===== src/rtl/axis_mult_arbiter.sv =====
// axis_mult_arbiter: two-source AXI-Stream packet arbiter sharing one axis_multiplier.
// Packets are granted round-robin and never interleaved. Each source's weight is
// latched at grant time. Beats pass through one registered output stage. A beat
// watchdog force-terminates packets that reach MAX_BEATS without tlast.
// Optional feature: define AXIS_ARB_STATS_EN to build the per-source packet counters
// pkt_cnt0/pkt_cnt1. When it is undefined, both counters are tied to zero.
module axis_mult_arbiter #(
  parameter int SDATA_WIDTH  = 128,
  parameter int WEIGHT_WIDTH = 8,
  parameter int MAX_BEATS    = 64
) (
  input  logic                    CLK,
  input  logic                    resetn,
  input  logic [SDATA_WIDTH-1:0]  s0_axis_tdata,
  input  logic                    s0_axis_tvalid,
  input  logic                    s0_axis_tlast,
  output logic                    s0_axis_tready,
  input  logic [SDATA_WIDTH-1:0]  s1_axis_tdata,
  input  logic                    s1_axis_tvalid,
  input  logic                    s1_axis_tlast,
  output logic                    s1_axis_tready,
  input  logic [WEIGHT_WIDTH-1:0] w0,
  input  logic [WEIGHT_WIDTH-1:0] w1,
  output logic [SDATA_WIDTH-1:0]  m_axis_tdata,
  output logic                    m_axis_tvalid,
  output logic                    m_axis_tlast,
  input  logic                    m_axis_tready,
  output logic [WEIGHT_WIDTH-1:0] m_weight,
  output logic                    m_src_id,
  output logic                    err_len,
  output logic [15:0]             pkt_cnt0,
  output logic [15:0]             pkt_cnt1
);

  localparam int CNT_W = $clog2(MAX_BEATS) + 1;

  typedef enum logic [1:0] {IDLE = 2'd0, GRANT0 = 2'd1, GRANT1 = 2'd2} state_t;

  state_t                  r_state;
  state_t                  w_state_nxt;
  logic                    r_last_grant;
  logic [CNT_W-1:0]        r_beat_cnt;
  logic [WEIGHT_WIDTH-1:0] r_weight;
  logic [SDATA_WIDTH-1:0]  r_tdata;
  logic                    r_tvalid;
  logic                    r_tlast;
  logic                    r_src_id;
  logic                    r_err_len;

  logic                    w_out_ready;
  logic                    w_grant;
  logic                    w_grant_src;
  logic                    w_accept;
  logic                    w_sel_src;
  logic [SDATA_WIDTH-1:0]  w_beat_data;
  logic                    w_beat_last;
  logic                    w_at_max;
  logic                    w_force_last;

  // The output register can take a new beat when it is empty or draining this cycle.
  assign w_out_ready  = m_axis_tready | ~r_tvalid;
  assign w_at_max     = (r_beat_cnt == CNT_W'(MAX_BEATS - 1));
  assign w_force_last = w_at_max & ~w_beat_last;

  // Next-state, grant decision, source ready and beat selection.
  always_comb begin
    w_state_nxt    = r_state;
    w_grant        = 1'b0;
    w_grant_src    = 1'b0;
    w_accept       = 1'b0;
    w_sel_src      = 1'b0;
    w_beat_data    = s0_axis_tdata;
    w_beat_last    = s0_axis_tlast;
    s0_axis_tready = 1'b0;
    s1_axis_tready = 1'b0;
    case (r_state)
      IDLE: begin
        // Hold off a new grant (and its weight update) until the previous
        // packet's final output beat has been handshaken.
        if (w_out_ready) begin
          if (s0_axis_tvalid && s1_axis_tvalid) begin
            w_grant     = 1'b1;
            w_grant_src = ~r_last_grant;
          end else if (s0_axis_tvalid) begin
            w_grant     = 1'b1;
            w_grant_src = 1'b0;
          end else if (s1_axis_tvalid) begin
            w_grant     = 1'b1;
            w_grant_src = 1'b1;
          end
        end
        if (w_grant) begin
          w_state_nxt = w_grant_src ? GRANT1 : GRANT0;
        end
      end
      GRANT0: begin
        s0_axis_tready = w_out_ready;
        w_accept       = s0_axis_tvalid & w_out_ready;
        w_sel_src      = 1'b0;
        w_beat_data    = s0_axis_tdata;
        w_beat_last    = s0_axis_tlast;
      end
      GRANT1: begin
        s1_axis_tready = w_out_ready;
        w_accept       = s1_axis_tvalid & w_out_ready;
        w_sel_src      = 1'b1;
        w_beat_data    = s1_axis_tdata;
        w_beat_last    = s1_axis_tlast;
      end
      default: w_state_nxt = IDLE;
    endcase
    if (w_accept && (w_beat_last || w_at_max)) begin
      w_state_nxt = IDLE;
    end
  end

  // State, round-robin pointer, beat counter and weight latched at grant.
  always_ff @(posedge CLK or negedge resetn) begin
    if (!resetn) begin
      r_state      <= IDLE;
      r_last_grant <= 1'b1;
      r_beat_cnt   <= '0;
      r_weight     <= '0;
    end else begin
      r_state <= w_state_nxt;
      if (w_grant) begin
        r_last_grant <= w_grant_src;
        r_beat_cnt   <= '0;
        r_weight     <= w_grant_src ? w1 : w0;
      end else if (w_accept) begin
        r_beat_cnt <= r_beat_cnt + CNT_W'(1);
      end
    end
  end

  // Registered output stage; tlast is forced on the watchdog beat.
  always_ff @(posedge CLK or negedge resetn) begin
    if (!resetn) begin
      r_tdata  <= '0;
      r_tvalid <= 1'b0;
      r_tlast  <= 1'b0;
      r_src_id <= 1'b0;
    end else if (w_accept) begin
      r_tdata  <= w_beat_data;
      r_tvalid <= 1'b1;
      r_tlast  <= w_beat_last | w_force_last;
      r_src_id <= w_sel_src;
    end else if (r_tvalid && m_axis_tready) begin
      r_tvalid <= 1'b0;
    end
  end

  // Sticky length error, cleared only by reset.
  always_ff @(posedge CLK or negedge resetn) begin
    if (!resetn) begin
      r_err_len <= 1'b0;
    end else if (w_accept && w_force_last) begin
      r_err_len <= 1'b1;
    end
  end

`ifdef AXIS_ARB_STATS_EN
  logic [15:0] r_pkt_cnt0;
  logic [15:0] r_pkt_cnt1;

  // Count completed output packets per source, forced terminations included.
  always_ff @(posedge CLK or negedge resetn) begin
    if (!resetn) begin
      r_pkt_cnt0 <= '0;
      r_pkt_cnt1 <= '0;
    end else if (r_tvalid && m_axis_tready && r_tlast) begin
      if (r_src_id) r_pkt_cnt1 <= r_pkt_cnt1 + 16'd1;
      else          r_pkt_cnt0 <= r_pkt_cnt0 + 16'd1;
    end
  end

  assign pkt_cnt0 = r_pkt_cnt0;
  assign pkt_cnt1 = r_pkt_cnt1;
`else
  assign pkt_cnt0 = 16'd0;
  assign pkt_cnt1 = 16'd0;
`endif

  assign m_axis_tdata  = r_tdata;
  assign m_axis_tvalid = r_tvalid;
  assign m_axis_tlast  = r_tlast;
  assign m_weight      = r_weight;
  assign m_src_id      = r_src_id;
  assign err_len       = r_err_len;

endmodule


===== config.mk =====
export PLATFORM = sky130hd
export DESIGN_NAME = axis_mult_arbiter
export DESIGN_NICKNAME = d
export VERILOG_FILES = /design/src/rtl/axis_mult_arbiter.sv
export SDC_FILE = /design/constraint.sdc
export NUM_CORES = 1
export LEC_CHECK = 0
export CORE_AREA = 2 2 175 177
export DETAILED_ROUTE_END_ITERATION = 10
export DIE_AREA = 0 0 177 179
export GPL_TIMING_DRIVEN = 0
export HOLD_SLACK_MARGIN = 0.15
export SLEW_MARGIN = 20
export SYNTH_ARGS = -nofsm -noshare
export SYNTH_HDL_FRONTEND = slang
export SYNTH_SLANG_ARGS = --single-unit

===== constraint.sdc =====
create_clock -name CLK -period 2.55 [get_ports CLK]
set_clock_uncertainty 0.2 [all_clocks]
set_input_delay 0.51 -clock CLK [delete_from_list [all_inputs] [get_ports CLK]]
set_output_delay 0.51 -clock CLK [all_outputs]
set_load 0.02 [all_outputs]

==> summary.txt <==
Timing
  – Hold_ws: 0.272 ns
  – Slew @ Worst Pin: 0.790 ns
  – Max_slew headroom: 47.3%
  – FMAX: 403 MHz
  – Fin crit share: 97.3%
  – Final hold vios: 0
  – Final Max Tran Viols: 0
  – Minimum clock period: 2.48 ns
  – Setup TNS: 0 ns
  – Setup violators final: 0
  – RSZ-0062 raised after global routing: false

Power and ir drop
  – Total power: 0.0145 W
  – VDD IR max: 0.376 mV
  – Leakage: 5.47 nW
  – Cell area power density: 1130 mW/mm^2

Cells and area
  – FF+latch area: 0.00375 mm^2
  – Layout cells sized above 1: 8.86%
  – N_diodes: 0
  – Final core occ: 42.9%
  – Footprint of the multi-input gates: 0.00306 mm^2
  – P&R area growth vs syn: 79.5%
  – Fill count: 2,946
  – NumNets Final: 1,466

Placement
  – Gpl congestion: 0.799
  – Placed wire-length estimate: 20,600 um
  – IO Port Bufs: 420

Critical path
  – CP max FO: 10
  – Reg2Reg Capture Point: m_axis_tdata[78]
  – CP startpoint kind: input pin
  – Length in cells of the worst reg-to-reg path: 11
  – R2r setup slk: 0.23 ns
  – CP arrival: 1.77 ns
  – Worst path cell trace: clkdlybuf4s50_1 -> nand2b_2 -> clkbuf_4 -> and2_1 -> clkdlybuf4s15_2
  – Critical Path RT: 1.84 ns
  – Crit. Startpoint: m_axis_tready
  – Reg2reg start: r_state[0]
  – Largest stage delay, worst path: 0.39 ns
  – Critical path endpoint: s0_axis_tready
  – Critical Path End Type: output pin
  – Slowest cell on crit path: clkdlybuf4s50_1
  – WS Path Type: in2out

Routing
  – ANT nets after route: 0
  – Routed len/inst: 16.7 um
  – Iter 0 DRT Violations: 276
  – Vias: 6,814
  – Routed vias/inst: 4.28
  – DRC viols: 0
  – DRT Pass-1 Iters: 4
  – Final Routed Wirelength: 26,500 um

Logic synthesis
  – Synth Area in Simple Gates: 9.56%
  – Cells after Synth: 704
  – Mux share of post-synthesis cell area: 18.2%
  – XOR/XNOR Fraction of Synth Area: 0.244%
  – Complex-gate fraction of the synthesized area: 12.1%
  – Cell variety after synth: 38
  – Sequential element share of the synthesized area: 52.3%
  – Synthesis-stage register bit count: 150
  – Adder-cell share of the synthesized area: 0.698%
  – Post-synth design cell area: 0.00717 mm^2
  – YS warnings: 0
  – Syn_area_per_cell: 10.2 um^2
  – Largest family of logic cells by synthesized area: multiplexers

Floorplan
  – I/O pin count: 453
  – Die width: 177 um
  – Core box area: 0.0300 mm^2
  – Site row count: 64
  – Die ar.: 0.0317 mm^2
  – Initial Utilization: 23.9%
  – DIE HEIGHT: 179 um

Clocking
  – Clk root buf: clkbuf_16
  – Clock Sinks: 150
  – CTS clk-pin slew, worst paths: 0.06 ns
  – CTS tree: built
  – H-tree levels: 4
  – Max clock buf depth: 2
  – CTS Buf Count: 17
  – Clk Latency, worst-skew pair: 0.41 ns

Min path
  – Min-Delay Path Class: reg2reg

Global routing
  – First-pass GRT wire length: 38,500 um
  – Total GRT Usage: 16.1%
  – Total congestion overflow: 0
  – GR Layer Usage met3: 4.83%
  – Vias in the first global route: 6,737
  – Pin count of the biggest net entering global routing: 81
  – Met2 GRT Util: 28.5%
  – Gr busiest metal: met2
  – M1 GR Usage: 19.1%
  – Number of antenna violations at the first check in global routing: 0

Job
  – Max-Cap Viols: 0

Run status
  – Run status: complete, no violations
## power by group
group	switching, W	internal (W)
Sequential	0.000583	0.00347
Clock	0.00104	0.00194
Combinational	0.00403	0.00347
Total	0.00565	0.00888
## worst max-delay path, delay by kind of cell
| kind | cells | cell delay [ns] |
|---|---|---|
| AND/OR/NAND/NOR | 2 | 0.40 |
| buffers and inverters | 3 | 0.86 |
## layer usage
| metal | share of wire [%] | up-vias |
|---|---|---|
| met1 | 41 | 3235 |
| met4 | 1.1 | 0 |
| li1 | - | 3317 |
| met2 | 51 | 248 |
| met5 | 0 | - |
| met3 | 7.6 | 14 |
## per-stage QoR
stage	setup slack, ns	std cells	cell area [um^2]
2_1_floorplan	0.226	735	7290
3_3_place_gp	-5.69	1551	12000
3_5_place_dp	-0.804	1552	12000
4_1_cts	0.0296	1589	12800
5_1_grt	0.0130	1592	12900
6_report	0.0683	1592	12900
## registers in the layout, indices dropped and copies added (netlist names)
| name | cells |
|---|---|
| m_axis_tvalid | 1 |
| m_src_id | 1 |
| r_last_grant | 1 |
| m_axis_tlast | 1 |
| err_len | 1 |
| m_weight | 8 |
| r_beat_cnt | 7 |
| m_axis_tdata | 128 |
| r_state | 2 |
## Yosys cell counts
| library cell | instances | area, um^2 |
|---|---|---|
| nand2_1 | 145 | 544 |
| inv_1 | 3 | 11.3 |
| nand3_2 | 1 | 10.0 |
| mux2_4 | 1 | 15.0 |
| clkbuf_1 | 31 | 116 |
| o22ai_1 | 8 | 50.1 |
| a21boi_0 | 1 | 7.51 |
| buf_1 | 1 | 3.75 |
| or4_1 | 2 | 15.0 |
| nor3b_1 | 1 | 7.51 |
| o211ai_1 | 2 | 15.0 |
| dfrtp_1 | 149 | 3730 |
| conb_1 | 1 | 3.75 |
| or3_1 | 2 | 12.5 |
| buf_4 | 40 | 300 |
| nor2b_1 | 1 | 6.26 |
| and3_1 | 2 | 12.5 |
| a21oi_1 | 6 | 30.0 |
| xor2_1 | 1 | 8.76 |
| a41o_1 | 1 | 10.0 |
| buf_2 | 7 | 35.0 |
| xnor2_1 | 1 | 8.76 |
| mux2i_1 | 129 | 1290 |
| a31oi_1 | 2 | 12.5 |
| ha_1 | 4 | 50.1 |
| nand2b_1 | 2 | 12.5 |
| o21ai_0 | 138 | 691 |
| and2_1 | 2 | 12.5 |
| dfstp_2 | 1 | 26.3 |
| a211o_1 | 1 | 8.76 |
| a21o_1 | 2 | 15.0 |
| nand4_1 | 2 | 12.5 |
| o31ai_1 | 1 | 7.51 |
| nor2_1 | 4 | 15.0 |
| o211a_1 | 1 | 10.0 |
| buf_6 | 2 | 22.5 |
| nand3_1 | 5 | 25.0 |
| a32oi_1 | 1 | 8.76 |
## worst min-delay path by stage
stage	from	endpoint	cells past startpoint
2_1_floorplan	resetn	err_len	0
3_3_place_gp	err_len	err_len	1
3_5_place_dp	err_len	err_len	1
4_1_cts	err_len	err_len	1
5_1_grt	err_len	err_len	1
6_report	err_len	err_len	1
## cells in the final DEF, fill, tap and decap left out, types with 2 or more instances in the layout
| cell | instances |
|---|---|
| clkdlybuf4s50_1 | 417 |
| dfrtp_1 | 149 |
| nand2_1 | 145 |
| o21ai_0 | 138 |
| mux2i_1 | 129 |
| buf_4 | 44 |
| conb_1 | 32 |
| clkbuf_1 | 22 |
| clkbuf_16 | 17 |
| clkbuf_2 | 9 |
| o22ai_1 | 8 |
| bufinv_16 | 7 |
| buf_2 | 6 |
| a21oi_1 | 6 |
| buf_6 | 5 |
| nand3_1 | 5 |
| nor2_1 | 4 |
| ha_1 | 4 |
| inv_1 | 3 |
| buf_12 | 3 |
| buf_8 | 3 |
| and2_1 | 2 |
| or3_1 | 2 |
| or4_1 | 2 |
| o211ai_1 | 2 |
| nand4_1 | 2 |
| and3_1 | 2 |
| a31oi_1 | 2 |
| a21o_1 | 2 |
| clkinvlp_4 | 2 |
| clkinv_4 | 2 |
## repair_timing
| item | CTS | global route |
|---|---|---|
| endpoints found under the hold margin | 78 | 0 |
| endpoints found under the setup margin | 107 | 97 |
| hold buffers | 1 | 0 |
| pin swaps | 0 | 0 |
| resized for setup | 29 | 16 |
| setup buffers | 5 | 4 |
## final cells by class
type / instances / area share, %
Buffer: 79 / 4.33
Clock buffer: 20 / 3.39
Clock inverter: 12 / 1.95
Inverter: 3 / 0.0875
Multi-Input combinational cell: 501 / 23.7
Sequential cell: 150 / 29.2
Tap cell: 396 / 3.85
Timing Repair Buffer: 431 / 33.5
## logic make-up after synthesis
kind of cell,count (synthesis)
AOI/OAI and AO/OA,164
xor gates and xnor gates,2
adders and majority gates,4
buffers and inverters,84
DFF,150
muxes,130
other,1
and+or+nand+nor,169
No activity file was read; power rests on OpenSTA's default activity.
